**src/rtl/eth_pkg.sv**
```systemverilog
// Shared constants for the UDP digit path: ASCII encoding offsets and transmit FSM states.
package eth_pkg;

   localparam logic [7:0] AsciiDigit = 8'h30;
   localparam logic [7:0] AsciiAlpha = 8'h37;

   typedef enum logic [1:0] {
      StIdle = 2'd0,
      StReq  = 2'd1,
      StSend = 2'd2
   } tx_state_e;

   // Map a 4-bit value onto its upper-case ASCII hex character.
   function automatic logic [7:0] encode_digit(input logic [3:0] d);
      return (d < 4'd10) ? (AsciiDigit + {4'h0, d}) : (AsciiAlpha + {4'h0, d});
   endfunction

endpackage

```
**src/rtl/udp_digit_tx_if.sv**
```systemverilog
// Digit input handshake plus the request/length/data exchange with the UDP transmit engine.
interface udp_digit_tx_if;

   logic [3:0]  num;
   logic        num_vld;
   logic        num_rdy;
   logic        udp_tx_req;
   logic [15:0] udp_tx_len;
   logic        udp_tx_ack;
   logic        udp_tx_data_req;
   logic [7:0]  udp_tx_data;
   logic        udp_tx_data_vld;
   logic [15:0] pkt_cnt;

   modport master (
      input  num, num_vld, udp_tx_ack, udp_tx_data_req,
      output num_rdy, udp_tx_req, udp_tx_len, udp_tx_data, udp_tx_data_vld, pkt_cnt
   );

   modport slave (
      output num, num_vld, udp_tx_ack, udp_tx_data_req,
      input  num_rdy, udp_tx_req, udp_tx_len, udp_tx_data, udp_tx_data_vld, pkt_cnt
   );

endinterface

```
**src/rtl/sync_fifo.sv**
```systemverilog
// Single-clock FIFO with occupancy output; read data is the current head (show-ahead).
module sync_fifo #(
   parameter int unsigned Width = 8,
   parameter int unsigned Depth = 128
) (
   input  logic                       clk,
   input  logic                       rstn,
   input  logic                       push,
   input  logic [Width-1:0]           wdata,
   input  logic                       pop,
   output logic [Width-1:0]           rdata,
   output logic                       full,
   output logic [$clog2(Depth):0]     count
);

   localparam int unsigned AddrW = $clog2(Depth);

   logic [Width-1:0] mem [Depth];
   logic [AddrW-1:0] wr_ptr_q, rd_ptr_q;
   logic [AddrW:0]   count_q;
   logic             push_ok, pop_ok;

   assign full    = (count_q == (AddrW + 1)'(Depth));
   assign push_ok = push && !full;
   assign pop_ok  = pop && (count_q != '0);
   assign rdata   = mem[rd_ptr_q];
   assign count   = count_q;

   always_ff @(posedge clk) begin
      if (push_ok) mem[wr_ptr_q] <= wdata;
   end

   always_ff @(posedge clk or negedge rstn) begin
      if (!rstn) begin
         wr_ptr_q <= '0;
         rd_ptr_q <= '0;
         count_q  <= '0;
      end else begin
         if (push_ok) wr_ptr_q <= wr_ptr_q + 1'b1;
         if (pop_ok)  rd_ptr_q <= rd_ptr_q + 1'b1;
         unique case ({push_ok, pop_ok})
            2'b10:   count_q <= count_q + 1'b1;
            2'b01:   count_q <= count_q - 1'b1;
            default: count_q <= count_q;
         endcase
      end
   end

endmodule

```
**src/rtl/udp_digit_tx.sv**
```systemverilog
// Encodes digits to ASCII hex, buffers them and releases them to the UDP engine as packets
// when a full batch is ready or a partial batch has gone idle.
module udp_digit_tx
   import eth_pkg::*;
#(
   parameter int unsigned MAX_LEN     = 64,
   parameter int unsigned DEPTH       = 128,
   parameter int unsigned TIMEOUT_CYC = 125000
) (
   input logic            rgmii_clk,
   input logic            rstn,
   udp_digit_tx_if.master bus
);

   localparam int unsigned CntW = $clog2(DEPTH) + 1;
   localparam int unsigned TmrW = $clog2(TIMEOUT_CYC + 1);

   tx_state_e       state_q, state_d;
   logic [TmrW-1:0] timer_q, timer_d;
   logic [15:0]     len_q, len_d;
   logic [15:0]     byte_cnt_q, byte_cnt_d;
   logic [15:0]     pkt_cnt_q, pkt_cnt_d;
   logic [7:0]      data_q;
   logic            vld_q;
   logic            run_q;

   logic            full;
   logic [CntW-1:0] fifo_count;
   logic [7:0]      fifo_rdata, wr_char;
   logic [15:0]     avail;
   logic            push, pop, last, flush;

   // Holds num_rdy low through reset and releases it on the first clock afterwards.
   assign bus.num_rdy = run_q && !full;

   assign push    = bus.num_vld && bus.num_rdy;
   assign wr_char = encode_digit(bus.num);
   assign pop     = (state_q == StSend) && bus.udp_tx_data_req && (byte_cnt_q < len_q);
   assign last    = pop && ((byte_cnt_q + 16'd1) == len_q);
   assign avail   = 16'(fifo_count);
   assign flush   = (avail >= 16'(MAX_LEN)) ||
                    ((avail != 16'd0) && (timer_q == TmrW'(TIMEOUT_CYC - 1)));

   sync_fifo #(
      .Width(8),
      .Depth(DEPTH)
   ) u_fifo (
      .clk  (rgmii_clk),
      .rstn (rstn),
      .push (push),
      .wdata(wr_char),
      .pop  (pop),
      .rdata(fifo_rdata),
      .full (full),
      .count(fifo_count)
   );

   always_comb begin
      state_d    = state_q;
      timer_d    = '0;
      len_d      = len_q;
      byte_cnt_d = byte_cnt_q;
      pkt_cnt_d  = pkt_cnt_q;
      unique case (state_q)
         StIdle: begin
            if (!push && (avail != 16'd0)) timer_d = timer_q + 1'b1;
            if (flush) begin
               state_d = StReq;
               len_d   = (avail > 16'(MAX_LEN)) ? 16'(MAX_LEN) : avail;
            end
         end
         StReq: begin
            if (bus.udp_tx_ack) begin
               state_d    = StSend;
               byte_cnt_d = '0;
            end
         end
         StSend: begin
            if (pop) byte_cnt_d = byte_cnt_q + 16'd1;
            if (last) begin
               state_d   = StIdle;
               pkt_cnt_d = pkt_cnt_q + 16'd1;
            end
         end
         default: state_d = StIdle;
      endcase
   end

   always_ff @(posedge rgmii_clk or negedge rstn) begin
      if (!rstn) begin
         state_q    <= StIdle;
         timer_q    <= '0;
         len_q      <= '0;
         byte_cnt_q <= '0;
         pkt_cnt_q  <= '0;
         data_q     <= '0;
         vld_q      <= 1'b0;
         run_q      <= 1'b0;
      end else begin
         state_q    <= state_d;
         timer_q    <= timer_d;
         len_q      <= len_d;
         byte_cnt_q <= byte_cnt_d;
         pkt_cnt_q  <= pkt_cnt_d;
         vld_q      <= pop;
         run_q      <= 1'b1;
         if (pop) data_q <= fifo_rdata;
      end
   end

   assign bus.udp_tx_req      = (state_q == StReq);
   assign bus.udp_tx_len      = len_q;
   assign bus.udp_tx_data     = data_q;
   assign bus.udp_tx_data_vld = vld_q;
   assign bus.pkt_cnt         = pkt_cnt_q;

endmodule

```
**src/flat_wrapper.sv**
```systemverilog
// flat-port wrapper written by rule: the top's interface ports become plain ports
module udp_digit_tx_flat import eth_pkg::*;
#(
   parameter int unsigned MAX_LEN     = 64,
   parameter int unsigned DEPTH       = 128,
   parameter int unsigned TIMEOUT_CYC = 125000
)
  (rgmii_clk, rstn, bus_num, bus_num_vld, bus_udp_tx_ack, bus_udp_tx_data_req, bus_num_rdy, bus_udp_tx_req, bus_udp_tx_len, bus_udp_tx_data, bus_udp_tx_data_vld, bus_pkt_cnt);
  udp_digit_tx_if bus_i ();
  input logic rgmii_clk;
  input logic rstn;
  input wire logic [$bits(bus_i.num)-1:0] bus_num;
  input wire logic [$bits(bus_i.num_vld)-1:0] bus_num_vld;
  input wire logic [$bits(bus_i.udp_tx_ack)-1:0] bus_udp_tx_ack;
  input wire logic [$bits(bus_i.udp_tx_data_req)-1:0] bus_udp_tx_data_req;
  output wire logic [$bits(bus_i.num_rdy)-1:0] bus_num_rdy;
  output wire logic [$bits(bus_i.udp_tx_req)-1:0] bus_udp_tx_req;
  output wire logic [$bits(bus_i.udp_tx_len)-1:0] bus_udp_tx_len;
  output wire logic [$bits(bus_i.udp_tx_data)-1:0] bus_udp_tx_data;
  output wire logic [$bits(bus_i.udp_tx_data_vld)-1:0] bus_udp_tx_data_vld;
  output wire logic [$bits(bus_i.pkt_cnt)-1:0] bus_pkt_cnt;
  assign bus_i.num = bus_num;
  assign bus_i.num_vld = bus_num_vld;
  assign bus_i.udp_tx_ack = bus_udp_tx_ack;
  assign bus_i.udp_tx_data_req = bus_udp_tx_data_req;
  assign bus_num_rdy = bus_i.num_rdy;
  assign bus_udp_tx_req = bus_i.udp_tx_req;
  assign bus_udp_tx_len = bus_i.udp_tx_len;
  assign bus_udp_tx_data = bus_i.udp_tx_data;
  assign bus_udp_tx_data_vld = bus_i.udp_tx_data_vld;
  assign bus_pkt_cnt = bus_i.pkt_cnt;
  udp_digit_tx #(.MAX_LEN(MAX_LEN), .DEPTH(DEPTH), .TIMEOUT_CYC(TIMEOUT_CYC)) u_core (.rgmii_clk(rgmii_clk), .rstn(rstn), .bus(bus_i));
endmodule
```
**config.mk**
```make
export PLATFORM = sky130hd
export DESIGN_NAME = udp_digit_tx_flat
export DESIGN_NICKNAME = d
export VERILOG_FILES = /design/src/rtl/eth_pkg.sv /design/src/rtl/udp_digit_tx_if.sv /design/src/rtl/sync_fifo.sv /design/src/rtl/udp_digit_tx.sv /design/src/flat_wrapper.sv
export SDC_FILE = /design/constraint.sdc
export NUM_CORES = 1
export LEC_CHECK = 0
export ABC_CLOCK_PERIOD_IN_PS = 3940
export CAP_MARGIN = 20
export CORE_UTILIZATION = 58
export CTS_BUF_LIST = sky130_fd_sc_hd__clkbuf_8
export DETAILED_ROUTE_END_ITERATION = 8
export GPL_TIMING_DRIVEN = 0
export PLACE_DENSITY_LB_ADDON = 0.25
export SLEW_MARGIN = 0
export SYNTH_ARGS = -nofsm -noshare
export SYNTH_HDL_FRONTEND = slang
export SYNTH_HIERARCHICAL = 1
export SYNTH_SLANG_ARGS = --single-unit
```
**constraint.sdc**
```tcl
create_clock -name rgmii_clk -period 3.94 [get_ports rgmii_clk]
set_clock_uncertainty 0.2 [all_clocks]
set_input_delay 0.985 -clock rgmii_clk [delete_from_list [all_inputs] [get_ports rgmii_clk]]
set_output_delay 0.985 -clock rgmii_clk [all_outputs]
set_load 0.01 [all_outputs]
```
# ---- Yosys cells after proc, flatten, opt, wreduce, memory -nomap -nowiden
# Memory sizes are Yosys's and may differ from the RTL's. A register that Yosys moved wholly into a read port is not among the register bits.
# Cells that the tools add are included.
dict set report word_totals {
  regBits 91
  mem_bits_rw 1024
  inputBits 9
  word_cells 71
  mem_count 1
}
# name words word_bits read_ports rd_ports_with_merged_regs write_ports line
set mem_list {}
lappend mem_list {u_core.u_fifo.mem 128 8 1 1 1 sync_fifo.sv:18} ;# logic [Width-1:0] mem [Depth];
dict set report op_classes {
  addsub 9
  n_lt_le_gt_ge 4
  eq_ne 11
  n_mux 14
  reduce_logical 22
}
# cell n
set ops {}
lappend ops {{17-bit 2-to-1 mux} 2}
lappend ops {{16-bit by 1-bit adder with 16-bit output (second input constant)} 2}
lappend ops {{16-bit 2-to-1 mux} 2}
lappend ops {{16-bit one-hot mux with 2 select lines} 1}
lappend ops {{17-bit by 1-bit adder with 17-bit output (second input constant)} 1}
lappend ops {{17-bit == test (second input constant)} 1}
lappend ops {{16-bit == test} 1}
lappend ops {{16-bit less-than comparator} 1}
lappend ops {{8-bit 2-to-1 mux} 2}
lappend ops {{8-bit one-hot mux with 2 select lines} 1}
lappend ops {{16-bit nonzero test} 1}
lappend ops {{6-bit by 4-bit adder with 7-bit output (first input constant)} 2}
lappend ops {{7-bit by 1-bit adder with 7-bit output (second input constant)} 2}
lappend ops {{1-bit logical AND} 9}
lappend ops {{8-bit by 1-bit adder with 8-bit output (second input constant)} 1}
lappend ops {{8-bit == test (second input constant)} 1}
lappend ops {{8-bit by 7-bit >= comparator with 1-bit output (second input constant)} 1}
lappend ops {{8-bit by 7-bit > comparator with 1-bit output (second input constant)} 1}
lappend ops {{8-bit nonzero test} 1}
lappend ops {{8-bit by 1-bit subtractor with 8-bit output (second input constant)} 1}
lappend ops {{2-bit 2-to-1 mux} 3}
lappend ops {{2-bit by 1-bit != test with 1-bit output (second input constant)} 3}
lappend ops {{2-bit one-hot mux with 3 select lines} 1}
lappend ops {{3-bit AND reduction} 2}
lappend ops {{other kinds (10)} 17}

# ---- Longest topological paths before layout
dict set report logic_depth {
  word_depth 8
  depth_mapped 17
  depth_no_buf 17
}

# ---- Cells and area by module
# The synthesis kept the hierarchy.
# module n_inst cells_each area_each_um2 seq_area_each_um2
set by_module_without_submodules {}
lappend by_module_without_submodules {sync_fifo 1 2029 40871.7 31300.0}
lappend by_module_without_submodules {udp_digit_tx 1 380 3932.5 1726.7}

# ---- Least setup slack after synthesis
# OpenSTA, ideal clock, no wires.
dict set report synth_path {
  kind {input to register}
  from {input bus_num[1]}
  to {memory u_core.u_fifo.mem[0][4] (data pin)}
  setup_ns 0.468
  arrival_time_ns 10.528
  setup_slack_ns -7.256
  cell_stages 3
  n_path_buf 0
  cell_sequence {o21ai_1 a21oi_1 inv_1}
}
dict set report synth_via {
  elab_chain_cells 2
  word_cells_on_any_way 4
  classes_between {add/sub: 2; order compare: 1; mux: 1}
}
# item line
set synth_rtl {}
lappend synth_rtl {{from (decl)} flat_wrapper.sv:12} ;# input wire logic [$bits(bus_i.num)-1:0] bus_num;
lappend synth_rtl {{6-bit by 4-bit adder with 7-bit output / 4-bit less-than comparator (equally long branches)} eth_pkg.sv:15} ;# return (d < 4'd10) ? (AsciiDigit + {4'h0, d}) : (AsciiAlpha + {4'h0, d});
lappend synth_rtl {{8-bit 2-to-1 mux (*)} eth_pkg.sv:15}
lappend synth_rtl {{net u_core.wr_char[4]} udp_digit_tx.sv:29} ;# logic [7:0] fifo_rdata, wr_char;
lappend synth_rtl {{to (decl)} sync_fifo.sv:18}
# The timed path passes the listed nets; every way through them passes the cells marked *.

==> summary.md <==
| Metric | Value |
|---|---|
| Initial drt markers | `4262` |
| Commonest non-fill, non-tap cell in the layout | `edfxtp_1` |
| Sequential area share after synthesis | `73.7%` |
| Die height | `280 um` |
| Net count, final | `2831` |
| Critical-path top delay cell | `buf_2` |
| Cell Rows | `101` |
| WP data required | `4.47 ns` |
| CP max stage delay | `0.58 ns` |
| Measured slew at the worst slew-check pin | `1.18 ns` |
| I/O Buffers | `43` |
| Tmin final | `4.02 ns` |
| CP max FO | `10` |
| Final worst-path cycle share | `102%` |
| Area of the core | `76200 um2` |
| Initial antenna violation count | `3` |
| CTS tree | `yes` |
| Worst setup margin | `-0.0762 ns` |
| Setup crit end kind | `flip-flop` |
| CTS Sinks | `1115` |
| Area grow syn2layout | `15.2%` |
| Slew headroom | `21.4%` |
| CTS Buffer Depth | `3` |
| Failing checks | `negative setup slack` |
| Hold WS | `0.266 ns` |
| Count of final setup violators | `1` |
| Commonest non-fill, non-tap cells in the layout | `edfxtp_1 (1024), mux4_2 (193), clkbuf_8 (180), conb_1 (137), mux2i_1 (105)` |
| Hold_sp | `u_core/timer_q[0]` |
| MaxCap Viol Count | `0` |
| Final Instance Count excl. Fillers | `3961` |
| YS warnings | `6` |
| Largest net degree at the start of global routing | `81` |
| Top Family by Delay on Critical Path | `buffers and inverters` |
| Pwr/cell area | `448 nW/um2` |
| Routed vias | `26200` |
| CP Launch Type | `flip-flop` |
| # fillers | `4992` |
| Max-slew violations | `0` |
| Routed WL | `130000 um` |
| CTS H-tree lvls | `4` |
| Peak VDD IR | `0.330 mV` |
| R2r startpoint | `u_core/u_fifo/rd_ptr_q[1]` |
| CP most frequent cell | `buf_2` |
| Fmax | `0.249 GHz` |
| Worst path arrival time | `4.55 ns` |
| Worst skew pair latency | `0.84 ns` |
| Post-Syn Instances | `2409` |
| Hold Crit Class | `flip-flop to flip-flop` |
| CTS buffer count | `171` |
| Wire per inst | `32.8 um` |
| Post-synth EDFFs | `1024` |
| Dpl cells | `3648` |
| Syn Area/Cell | `18.6 um2` |
| # IOs | `52` |
| Die Area | `78400 um2` |
| Die Wd | `280 um` |
| Share of layout cells above drive strength 1 | `25.2%` |
| Root Buffer | `clkbuf_8` |
| Mapped cell area | `44800 um2` |
| Initial core utilization | `58.8%` |
| Final Util | `67.7%` |
| Number of library cell types mapped by synthesis | `79` |
| Async SR Flop Fraction | `8.16%` |
| Final HPWL DP | `86500 um` |
| CP startpoint | `u_core/u_fifo/rd_ptr_q[1]` |
| Final Hold Viols | `0` |
| CP Class | `flip-flop to flip-flop` |
| DRC Markers | `0` |
| WP buf/inv | `4` |
| Lkg Pwr | `17.0 nW` |
| Gp weighted congestion | `1.01` |
| Pre-antenna DRT Iters | `6` |
| GRT Total Usage | `34.0%` |
| Antenna Nets Post-Route | `0` |
| Top FF cell, synth | `edfxtp_1` |
| Worst-path clk slew | `0.06 ns` |
| Yosys reg bits | `1115` |
| Vias per cell | `6.61` |
| Worst path cell trace | `buf_2 > buf_4 > buf_2 > buf_2 > mux4_2 > a22oi_1 > nand4_1 > a211oi_1 > a31oi_1 > mux2_2` |
| Run status | `finished, violations left` |
| Vias in the first global route | `25600` |
| First-pass GRT wire length | `183000 um` |
| GRT overflow | `0` |
==> kinds of logic (layout without fill, tap and decap cells) <==
kind of cell	count (synthesis)	count (layout)	share of synthesized area, %
compound gates	290	290	4.68
xor+xnor	56	56	1.09
flops	1115	1115	73.7
fa+ha+maj	22	22	0.631
buf+inv	165	546	1.94
mux	349	349	13.3
other cells	2	143	0.0168
simple gates	410	410	4.59
==> cell usage after synthesis, drive strengths merged, types with 39 or more instances <==
| library cell | n | area (um2) |
|---|---|---|
| mux2 | 51 | 574 |
| a211oi | 39 | 293 |
| nand2 | 75 | 282 |
| nor2 | 179 | 674 |
| dfrtp | 91 | 2280 |
| a22oi | 49 | 368 |
| xor2 | 39 | 342 |
| buf | 88 | 581 |
| mux4 | 193 | 4350 |
| o21ai | 41 | 205 |
| clkbuf | 46 | 173 |
| mux2i | 105 | 1050 |
| edfxtp | 1024 | 30700 |
==> where the power goes <==
part / switching, mW / internal (mW) / total (mW)
Sequential: 0.102 / 13.1 / 13.2
Combinational: 0.828 / 0.272 / 1.10
Clock: 4.45 / 4.35 / 8.80
==> layout make-up <==
type                            count  area [um2]  share of cell area (%)
Antenna cell                        6        15.0                  0.0291
Multi-Input combinational cell   1264       12200                    23.6
Tap cell                         1030        1290                    2.50
Inverter                           31         121                   0.235
Timing Repair Buffer               84        1080                    2.10
Sequential cell                  1115       33000                    64.0
Clock inverter                    119         621                    1.20
Buffer                            133         812                    1.57
Clock buffer                      179        2460                    4.77
==> per-stage QoR <==
| stage | cell area (um2) | setup slack, ns | power, mW | setup TNS, ns |
|---|---|---|---|---|
| global placement | 47000 | -13.94 | 14.4 | -6523.29 |
| CTS | 51300 | -0.243 | 23.1 | -18.19 |
| finish | 51600 | -0.0762 | 23.1 | -0.0762 |
| global route | 51600 | -0.0367 | 23.8 | -0.400 |
| detailed placement | 47700 | -1.42 | 14.4 | -609.91 |
| floorplan | 45300 | -4.80 | 14.0 | -1725.29 |
==> metal layers <==
metal	share of wire, %	GRT usage, %	vias to the layer above	wire [um]
met3	13	9.47	371	17500
li1	-	-	10400	-
met4	5.9	18.5	0	7670
met2	46	51.2	2077	59300
met1	35	45.3	13300	45500
met5	0	0	-	0
==> state kept, by name (all words and copies together), names as in the netlist <==
register / cells
u_core/byte_cnt_q: 16
u_core/run_q: 1
u_core/bus.udp_tx_data: 8
u_core/u_fifo/mem: 1024
u_core/timer_q: 17
u_core/bus.udp_tx_data_vld: 1
u_core/state_q: 2
u_core/bus.pkt_cnt: 16
u_core/u_fifo/rd_ptr_q: 7
u_core/u_fifo/count: 8
u_core/u_fifo/wr_ptr_q: 7
u_core/bus.udp_tx_len: 8
==> what timing repair did <==
| item | CTS | global route |
|---|---|---|
| pin swaps | 1 | 2 |
| endpoints found under the setup margin | 696 | 961 |
| buffers inserted | 2 | 7 |
| hold endpoints to repair | 39 | 0 |
| hold buffers | 1 | 0 |
| gates resized for setup | 151 | 76 |
==> path summary, 6_finish.rpt <==
path	to	slack, ns	cells past startpoint
worst max register to register	u_core/bus.udp_tx_data[6]	-0.08	10
max in group asynchronous	u_core/bus.pkt_cnt[8]	2.29	3
worst min-delay path	u_core/timer_q[0]	0.27	1
min in group asynchronous	u_core/bus.udp_tx_data[2]	0.53	2
worst max-delay path	u_core/bus.udp_tx_data[6]	-0.08	10
worst min register to register	u_core/timer_q[0]	0.27	1
(Power assumes the default switching activity.)
